<file path="src/rtl/uart_rx_fifo.sv">
// Receive-side byte FIFO behind a UART receiver: stores {framing_err, data} per byte, show-ahead head register.
// Latency: a byte written into an empty FIFO appears on o_RD_DATA with o_RD_VALID=1 one cycle after its i_RX_DONE edge.
// Backpressure: none toward the receiver; a full FIFO drops the byte and sets sticky o_OVERFLOW unless a read frees a slot that cycle.
module uart_rx_fifo #(
  parameter int DEPTH = 16,
  parameter int CW    = $clog2(DEPTH) + 1
) (
  input  logic          i_CLK,
  input  logic          i_RESET,
  input  logic          i_RX_DONE,
  input  logic [7:0]    i_RX_DATA,
  input  logic          i_FRAMING_ERROR,
  input  logic          i_DROP_ERRORED,
  input  logic          i_RD_READY,
  input  logic          i_CLR_FLAGS,
  output logic [7:0]    o_RD_DATA,
  output logic          o_RD_ERR,
  output logic          o_RD_VALID,
  output logic [CW-1:0] o_COUNT,
  output logic          o_EMPTY,
  output logic          o_FULL,
  output logic          o_OVERFLOW,
  output logic [7:0]    o_DROP_COUNT
);

  localparam int AW = $clog2(DEPTH);

  logic [8:0]    mem [DEPTH];
  logic [AW-1:0] wr_ptr;
  logic [AW-1:0] rd_ptr;
  logic [AW-1:0] rd_ptr_nxt;
  logic [8:0]    wr_word;
  logic          wr_req;
  logic          wr_en;
  logic          rd_en;
  logic          drop_hit;
  logic          ovf_hit;

  // Occupancy flags are decoded from the registered count.
  assign o_EMPTY    = (o_COUNT == '0);
  assign o_FULL     = (o_COUNT == CW'(DEPTH));
  assign o_RD_VALID = ~o_EMPTY;

  // Accept/discard decisions for this cycle; a read at full makes room for a same-cycle write.
  always_comb begin
    wr_word    = {i_FRAMING_ERROR, i_RX_DATA};
    drop_hit   = i_RX_DONE & i_DROP_ERRORED & i_FRAMING_ERROR;
    wr_req     = i_RX_DONE & ~(i_DROP_ERRORED & i_FRAMING_ERROR);
    rd_en      = o_RD_VALID & i_RD_READY;
    wr_en      = wr_req & (~o_FULL | rd_en);
    ovf_hit    = wr_req & o_FULL & ~rd_en;
    rd_ptr_nxt = rd_ptr + AW'(1);
  end

  // Storage array; no reset needed because the pointers define what is valid.
  always_ff @(posedge i_CLK) begin
    if (wr_en) begin
      mem[wr_ptr] <= wr_word;
    end
  end

  // Pointers and occupancy count.
  always_ff @(posedge i_CLK) begin
    if (i_RESET) begin
      wr_ptr  <= '0;
      rd_ptr  <= '0;
      o_COUNT <= '0;
    end else begin
      if (wr_en) wr_ptr <= wr_ptr + AW'(1);
      if (rd_en) rd_ptr <= rd_ptr_nxt;
      case ({wr_en, rd_en})
        2'b10:   o_COUNT <= o_COUNT + CW'(1);
        2'b01:   o_COUNT <= o_COUNT - CW'(1);
        default: o_COUNT <= o_COUNT;
      endcase
    end
  end

  // Head register: loads the next entry after a read, or the incoming byte when it lands in an
  // empty FIFO or becomes the next head in the same cycle the old head is consumed.
  always_ff @(posedge i_CLK) begin
    if (i_RESET) begin
      o_RD_DATA <= '0;
      o_RD_ERR  <= 1'b0;
    end else if (rd_en) begin
      if (wr_en && (rd_ptr_nxt == wr_ptr)) begin
        {o_RD_ERR, o_RD_DATA} <= wr_word;
      end else begin
        {o_RD_ERR, o_RD_DATA} <= mem[rd_ptr_nxt];
      end
    end else if (o_EMPTY && wr_en) begin
      {o_RD_ERR, o_RD_DATA} <= wr_word;
    end
  end

  // Sticky overflow and saturating drop counter; clearing wins over a same-cycle update.
  always_ff @(posedge i_CLK) begin
    if (i_RESET) begin
      o_OVERFLOW   <= 1'b0;
      o_DROP_COUNT <= '0;
    end else if (i_CLR_FLAGS) begin
      o_OVERFLOW   <= 1'b0;
      o_DROP_COUNT <= '0;
    end else begin
      if (ovf_hit) o_OVERFLOW <= 1'b1;
      if (drop_hit && (o_DROP_COUNT != 8'hFF)) o_DROP_COUNT <= o_DROP_COUNT + 8'd1;
    end
  end

endmodule

</file>
<file path="config.mk">
export PLATFORM = sky130hd
export DESIGN_NAME = uart_rx_fifo
export DESIGN_NICKNAME = d
export VERILOG_FILES = /design/src/rtl/uart_rx_fifo.sv
export SDC_FILE = /design/constraint.sdc
export NUM_CORES = 1
export LEC_CHECK = 0
export BUFFER_PORTS_ARGS = -buffer_cell sky130_fd_sc_hd__buf_2
export CELL_PAD_IN_SITES_DETAIL_PLACEMENT = 0
export CELL_PAD_IN_SITES_GLOBAL_PLACEMENT = 1
export CORE_ASPECT_RATIO = 0.5
export CORE_MARGIN = 5
export CORE_UTILIZATION = 49
export CTS_CLUSTER_DIAMETER = 80
export DETAILED_ROUTE_END_ITERATION = 12
export PLACE_DENSITY = 0.84
export SETUP_SLACK_MARGIN = 0.4
export SLEW_MARGIN = 5
export SYNTH_ARGS = -nofsm -noshare
export SYNTH_HDL_FRONTEND = slang
export SYNTH_SLANG_ARGS = --single-unit
</file>
<file path="constraint.sdc">
create_clock -name i_CLK -period 4.55 [get_ports i_CLK]
set_clock_uncertainty 0.2 [all_clocks]
set_input_delay 0.91 -clock i_CLK [delete_from_list [all_inputs] [get_ports i_CLK]]
set_output_delay 0.91 -clock i_CLK [all_outputs]
set_load 0.02 [all_outputs]
</file>
# Word level (Yosys, flattened, before mapping)
# Memories as Yosys holds them, arrays and structs flattened.
# Index checks and enable logic that the tools add are counted.
[word_totals] output_inout_bits=26 ram_bits=144 memories=1 register_bits=31 word_cells=47
[mem_list] memory="mem" words=16 width=9 rd=1 rd_ports_with_merged_regs=0 write_ports=1 line="28" rtl="logic [8:0] mem [DEPTH];"
[op_classes] n_eq_ne=5 n_addsub=5 bitwise=13 reduce_logical=7 n_mux=9
[op_table] operator="$mux 8" count=3
[op_table] operator="$pmux 5 s2" count=1
[op_table] operator="$add 4x1->4 const B" count=2
[op_table] operator="$add 8x1->8 const B" count=1
[op_table] operator="$and 1x1->1" count=8
[op_table] operator="$ne 8x8->1 const B" count=1
[op_table] operator="$add 5x1->5 const B" count=1
[op_table] operator="$eq 5x5->1 const B" count=1
[op_table] operator="$logic_not 5->1" count=1
[op_table] operator="$mux 1" count=5
[op_table] operator="$sub 5x1->5 const B" count=1
[op_table] operator="$eq 4x4->1" count=1
[op_table] operator="$not 1->1" count=4
[op_table] operator="$reduce_bool 2->1" count=2
[op_table] operator="$logic_and 1x1->1" count=3
[op_table] operator="$eq 2x1->1 const B" count=1
[op_table] operator="$eq 2x2->1 const B" count=1
[op_table] operator="$reduce_or 2->1" count=1
[op_table] operator="$or 1x1->1" count=1

# Longest topological paths before layout
# Gate-level depths: netlist (run 1).
[logic_depth] word_depth=8 mapped_depth=10 depth_no_buf=9

# Least setup slack after synthesis (run 1)
# Ideal clock, no wire load.
[synth_timing] path_kind="reg-to-reg" start="reg o_COUNT[0]" end="reg o_COUNT[4]" period_less_slack_ps=2841 required_ps=4220 arrival_ps=2511 stages_incl_launch_ff=11 setup_slack_ps=1709 path_cell_list="dfxtp_1 > or4_1 > buf_6 > o211ai_2 > inv_1 > ha_1 > nor2b_1 > o21a_1 > o211a_1 > nor3_1 > nor3b_2"
[synth_via] elab_chain_cells=7 elab_cells_between_ends=13 classes_between="2 x add/sub; 3 x eq/ne; 1 x mux; 5 x bitwise; 2 x reduce/logical"
[synth_rtl] item="start: declaration" line="19" rtl="output logic [CW-1:0] o_COUNT,"
[synth_rtl] item="start signal: assignment" line="72" rtl="2'b10: o_COUNT <= o_COUNT + CW'(1);"
[synth_rtl] item="start signal: assignment" line="73" rtl="2'b01: o_COUNT <= o_COUNT - CW'(1);"
[synth_rtl] item="start signal: assignment" line="74" rtl="default: o_COUNT <= o_COUNT;"
[synth_rtl] item="$logic_not 5->1" line="40" rtl="assign o_EMPTY = (o_COUNT == '0);"
[synth_rtl] item="$not 1->1" line="42" rtl="assign o_RD_VALID = ~o_EMPTY;"
[synth_rtl] item="$and 1x1->1" line="49" rtl="rd_en = o_RD_VALID & i_RD_READY;"
[synth_rtl] item="$or 1x1->1" line="50" rtl="wr_en = wr_req & (~o_FULL | rd_en);"
[synth_rtl] item="$and 1x1->1" line="50"
[synth_rtl] item="$eq 2x1->1 / $eq 2x2->1 (equally long branches)" line="71" rtl="case ({wr_en, rd_en})"
[synth_rtl] item="$pmux 5 s2 / $reduce_bool 2->1 (equally long branches)"
# Several ways; a longest one is shown, not always the timed one.
# A chain may end at the register's enable or synchronous reset.

# Final worst setup path (run 1)
[layout_timing] start="reg o_COUNT[0]" end="out o_EMPTY"
[layout_via] elab_chain_cells=1
[layout_rtl] item="$logic_not 5->1" line="40"
[layout_rtl] item="end: declaration" line="20" rtl="output logic o_EMPTY,"
# No other way between the ends.

==> impl_metrics.yaml, run 1 <==
synthesis:
  yosys_warnings: 0
  syn_avg_cell_area_sq_um: 13.0
  ys_seq_area_frac: 0.671
  synthArstFlopShare: 0
  synth.cell_area_sq_mm: 0.00737
  synthesis.nets: 591
  ys_ff_latch: 175
  ys_types: 48
  synth_top_flop_cell: "edfxtp_1"
  synth_edf_count: 144
  netlist_instances: 566
routing:
  antenna_left: 0
  vias: 4609
  wl_per_cell_um: 20.4
  viasPerCell: 5.65
  drc: 0
  drt_wl_total_mm: 16.7
  dr.pass1.iters: 5
  first_iter_violations: 380
critical_path:
  cp_slowest_cell: "or4_1"
  critical_path_class: "flip-flop to output port"
  cp.required_ns: 3.44
  start_kind: "flip-flop"
  path_cells: "or4_1 > nand2b_4 > inv_1 > buf_2"
  cp_data_arrival_time_ns: 1.98
  crit_family: "simple AND/OR/NAND/NOR gates"
  critPathCaptureType: "output port"
  critPathBufInv: 2
  critPathMaxFanout: 10
  slowest_delay_ns: 0.76
place:
  hpwl_mm: 10.9
  dp_slack_ns: 1.23
  gp_congestion: 0.848
  port_buffers: 40
  dpl_cell_area_sq_mm: 0.00776
timing:
  min_period_over_period: 0.678
  setup-violations-final: 0
  drv_slew: 0
  fmax_mhz: 324
  hold_viol: 0
  worst_pin_slew_ns: 0.793
  fin_setup_tns_ns: 0
  max_slew_margin: 0.470
  rsz0062_at_grt: "false"
  fin_ws_ns: 1.46
  fin_crit_ns: 3.09
pwr:
  vdd.ir_drop.worst_v: 0.000268
  leakage_uw: 0.00289
  fin_total_pwr_uw: 4640
  p_per_area_mw_per_mm2: 557
cts:
  cts_resized: 0
  clock-root-buffer: "clkbuf_16"
  clock_path_buffers: 2
  clkLatencyLatePin_ns: 0.42
  numCtsBuffers: 17
  cts_tree: "yes"
  hold_buffers: 0
  post_cts_buffers: 0
  clock-sinks: 175
  cts.clk_slew.worst_paths_ns: 0.07
  ctsHtreeMaxLevel: 4
floorplanning:
  die_h_um: 96.7
  io-pin-count: 41
  fp.dieArea_sq_mm: 0.0177
  core_sq_mm: 0.0146
  start_util: 0.505
  rows: 31
  fp.dieW_um: 183
final_layout:
  final_common_cell: "edfxtp_1"
  antenna_cells: 0
  n_fill_cell: 1230
  post-route-util: 0.571
  final_cell_mix: "edfxtp_1 (144), nand2_1 (84), buf_2 (40), mux2i_1 (39), nand3_1 (39)"
  drive_gt1_frac: 0.150
  design_area_sq_mm: 0.00833
  final_nets: 630
  synthToLayoutAreaGrowth_pct: 13.0
min_path:
  hp-class: "flip-flop to flip-flop"
grt:
  grt_pass1_wl_mm: 26.0
  grt.total_usage: 0.192
  antenna_found_initial: 2
  grt_overflow_total: 0
  grt_max_degree: 40
  grt_pass1_vias: 4644
outcome:
  status: "completed"
run:
  maxCapViolCount: 0
==> cells in the mapped netlist (7+ instances only) <==
cell | n | share of area
nand4_1 | 12 | 0.010
edfxtp_1 | 144 | 0.59
o221ai_1 | 9 | 0.011
nor2_1 | 36 | 0.018
nand2_1 | 84 | 0.043
a21oi_1 | 12 | 0.0082
xor2_1 | 9 | 0.011
nor3_1 | 7 | 0.0048
buf_1 | 11 | 0.0056
nand3_1 | 39 | 0.026
inv_1 | 16 | 0.0082
dfxtp_1 | 31 | 0.084
clkbuf_1 | 7 | 0.0036
a31oi_1 | 18 | 0.015
xnor2_1 | 15 | 0.018
mux2i_1 | 39 | 0.053
ha_1 | 9 | 0.015
a22oi_1 | 18 | 0.018
buf_2 | 7 | 0.0048
==> registers in the layout (all words and copies together), names as in the netlist <==
register and cells:
o_COUNT 5, mem 144, o_RD_ERR 1, o_DROP_COUNT 8, o_RD_DATA 8, wr_ptr 4
o_OVERFLOW 1, rd_ptr 4
==> worst reg2reg max path: stages (launching register included) <==
cell and delay (ns):
dfxtp_1 0.35, or4_1 0.76, o211ai_2 0.38, inv_1 0.14, ha_1 0.33, nor2b_1 0.14
o21a_1 0.18, nor3_1 0.20, o21ai_1 0.10, nor3b_2 0.17
==> final timing paths <==
path         startpoint          to  cells past startpoint  slack, ns
min           rd_ptr[1]   rd_ptr[1]                      2       0.29
min reg2reg   rd_ptr[1]   rd_ptr[1]                      2       0.29
max          o_COUNT[0]     o_EMPTY                      4       1.46
max reg2reg  o_COUNT[0]  o_COUNT[4]                      9       1.48
==> routing by layer <==
metal  vias up  part of all wire  track usage
met3        34             0.060       0.0405
met1      2269              0.45        0.266
met5         -           0.00066            0
li1       2161                 -            -
met4         2             0.021       0.0624
met2       143              0.47        0.304
==> cell type report <==
| cell class | instances | area [sq um] | area share |
|---|---|---|---|
| clock inverter | 14 | 143 | 0.0171 |
| timing repair buffer | 49 | 268 | 0.0322 |
| tap | 198 | 248 | 0.0297 |
| clock buffer | 18 | 429 | 0.0515 |
| inverter | 16 | 60.1 | 0.00721 |
| multi-input combinational | 346 | 2240 | 0.268 |
| sequential | 175 | 4940 | 0.594 |
==> stage by stage <==
stage	instances	hold slack (ns)
floorplan	566	0.254
CTS	816	0.287
detailed placement	784	0.277
global placement	784	0.268
global route	816	0.332
finish	816	0.291
==> report_power, final <==
group / internal [uW] / total [uW] / switching (uW)
clock: 806 / 1400 / 598
sequential: 1810 / 1900 / 84.3
combinational: 493 / 1340 / 847
==> cell families after synthesis <==
logic type,Yosys count,synth area share
adders and majority gates,10,0.0180
xor gates and xnor gates,24,0.0285
DFF,175,0.671
and+or+nand+nor,198,0.123
AOI/OAI and AO/OA,75,0.0786
buffers and inverters,45,0.0277
muxes,39,0.0530
(Power assumes the default switching activity.)
==> run 2, diff against run 1 <==
--- a/config.mk
+++ b/config.mk
@@ -10,10 +10,10 @@
 export CELL_PAD_IN_SITES_GLOBAL_PLACEMENT = 1
 export CORE_ASPECT_RATIO = 0.5
 export CORE_MARGIN = 5
-export CORE_UTILIZATION = 49
+export CORE_UTILIZATION = 45
 export CTS_CLUSTER_DIAMETER = 80
 export DETAILED_ROUTE_END_ITERATION = 12
-export PLACE_DENSITY = 0.84
+export PLACE_DENSITY = 0.81
 export SETUP_SLACK_MARGIN = 0.4
 export SLEW_MARGIN = 5
 export SYNTH_ARGS = -nofsm -noshare
==> constraint.sdc (replaced) <==
create_clock -name i_CLK -period 2.7 [get_ports i_CLK]
set_clock_uncertainty 0.2 [all_clocks]
set_input_delay 0.54 -clock i_CLK [delete_from_list [all_inputs] [get_ports i_CLK]]
set_output_delay 0.54 -clock i_CLK [all_outputs]
set_load 0.02 [all_outputs]
==> run 2 against run 1 <==
Critical path depth grew 1. Non-clock buffer count grew 33. Sequential share of layout area down 5.2 points. Cell area is 9.7% higher. Sequential power up 66%. Global-route usage fell by 1.1 points. Cell count up 7.8%. Largest power group is now combinational cells. Highest routed layer is now met4.
==> impl_metrics.yaml, run 2 (same netlist as run 1, synthesis figures left out) <==
outcome:
  status: "completed"
grt:
  grt_max_degree: 42
  grt_pass1_vias: 4514
  grt_overflow_total: 0
  grt.total_usage: 0.181
  antenna_found_initial: 0
  grt_pass1_wl_mm: 25.9
timing:
  fin_setup_tns_ns: 0
  rsz0062_at_grt: "true"
  whs_ns: 0.272
  hold_viol: 0
  min_period_over_period: 0.937
  max_slew_margin: 0.533
  fin_crit_ns: 2.53
  drv_slew: 0
  fmax_mhz: 395
  setup-violations-final: 0
  worst_pin_slew_ns: 0.692
place:
  hpwl_mm: 10.3
  port_buffers: 40
  place_inst: 826
  gp_congestion: 0.778
pwr:
  vdd.ir_drop.worst_v: 0.000764
  p_per_area_mw_per_mm2: 956
  fin_total_pwr_uw: 8740
  leakage_uw: 0.00317
min_path:
  holdPathEnd: "o_DROP_COUNT[4]"
  timing.hold.worst.start: "i_CLR_FLAGS"
  hp-class: "input pin to flip-flop"
  whs_path_depth: 3
routing:
  drc: 0
  drt_wl_total_mm: 17.2
  wl_per_cell_um: 19.6
  antenna_left: 0
  viasPerCell: 5.40
  dr.pass1.iters: 5
  first_iter_violations: 407
  vias: 4750
final_layout:
  instances_no_fill: 880
  largest-register: "mem"
  largest_register_ffs: 144
  final_nets: 665
  final_cell_mix: "edfxtp_1 (144), nand2_1 (80), mux2i_1 (39), nand3_1 (39), buf_2 (37)"
  drive_gt1_frac: 0.266
  final_common_cell: "edfxtp_1"
  synthToLayoutAreaGrowth_pct: 24.0
  antenna_cells: 0
  reg_top3: "mem (144), o_DROP_COUNT (8), o_RD_DATA (8)"
floorplanning:
  core_sq_mm: 0.0162
  start_util: 0.454
  rows: 33
  fp.dieW_um: 191
  fp.dieArea_sq_mm: 0.0192
  die_h_um: 100
  io-pin-count: 41
critical_path:
  critPathCaptureType: "output port"
  critical_path_class: "flip-flop to output port"
  critPathMaxFanout: 3
  r2r-start: "o_COUNT[1]"
  r2r_end: "o_COUNT[4]"
  start_kind: "flip-flop"
  r2r_slack_ns: 0.22
  cp.required_ns: 1.96
  cp_data_arrival_time_ns: 1.79
  worstRegToRegCells: 9
cts:
  clock-sinks: 175
  cts.clk_slew.worst_paths_ns: 0.08
  ctsHtreeMaxLevel: 4
  clock_path_buffers: 2
  clock-root-buffer: "clkbuf_16"
  clkLatencyLatePin_ns: 0.44
  cts_tree: "yes"
  numCtsBuffers: 17
  hold_buffers: 0
run:
  maxCapViolCount: 0
-- run 2: cell types whose count changed in the layout (fill, tap and decap cells not counted), moves of 8 or more --
cell / previous run / this run
nor2_2: 0 / 8
buf_6: 0 / 16
nor2_1: 36 / 23
buf_4: 9 / 19
-- run 2: area by class of cell --
type	instances	area (sq um)
Clock buffer	18	429
Clock inverter	14	163
Fill cell	1271	7090
Inverter	16	60.1
Multi-Input combinational cell	348	2550
Sequential cell	175	4950
Tap cell	227	284
Timing Repair Buffer	82	698
-- run 2: metal layers --
| metal | part of all wire | vias to the layer above | GRT usage |
|---|---|---|---|
| met3 | 0.068 | 16 | 0.0457 |
| met2 | 0.47 | 133 | 0.290 |
| met1 | 0.45 | 2354 | 0.247 |
| met5 | 0 | - | 0 |
| li1 | - | 2247 | - |
| met4 | 0.010 | 0 | 0.0563 |
-- run 2: report_power, final --
part	total, uW	internal [uW]	switching, uW
sequential	3150	3060	94.9
clock	2430	1250	1180
combinational	3160	1440	1720
total	8740	5750	2990
-- run 2: per-stage QoR --
stage,setup slack [ns],utilization,area (sq um)
2_1_floorplan,0.0665,-,7430
3_3_place_gp,0.0764,0.492,7980
3_5_place_dp,0.0301,0.492,7980
4_1_cts,0.176,0.543,8800
5_1_grt,0.107,0.563,9140
6_report,0.169,0.563,9140
-- run 2: worst max-delay path by stage --
stage / end / from / depth (start not counted)
floorplan: o_COUNT[4] / o_COUNT[1] / 10
global placement: o_COUNT[4] / i_FRAMING_ERROR / 10
detailed placement: o_COUNT[4] / i_FRAMING_ERROR / 10
CTS: o_EMPTY / o_COUNT[1] / 5
global route: o_COUNT[4] / o_COUNT[0] / 9
finish: o_EMPTY / o_COUNT[1] / 5
-- run 2: timing repair --
item	4_1_cts	5_1_grt
gates resized for setup	34	50
pin swaps	9	15
cloned	2	4
setup endpoints to repair	131	106
setup buffers	9	7
-- run 2: critical path: stages, from the launching register on --
cell	delay, ns
dfxtp_4	0.35
or4_4	0.55
buf_8	0.15
nand2b_4	0.15
inv_2	0.06
buf_6	0.11
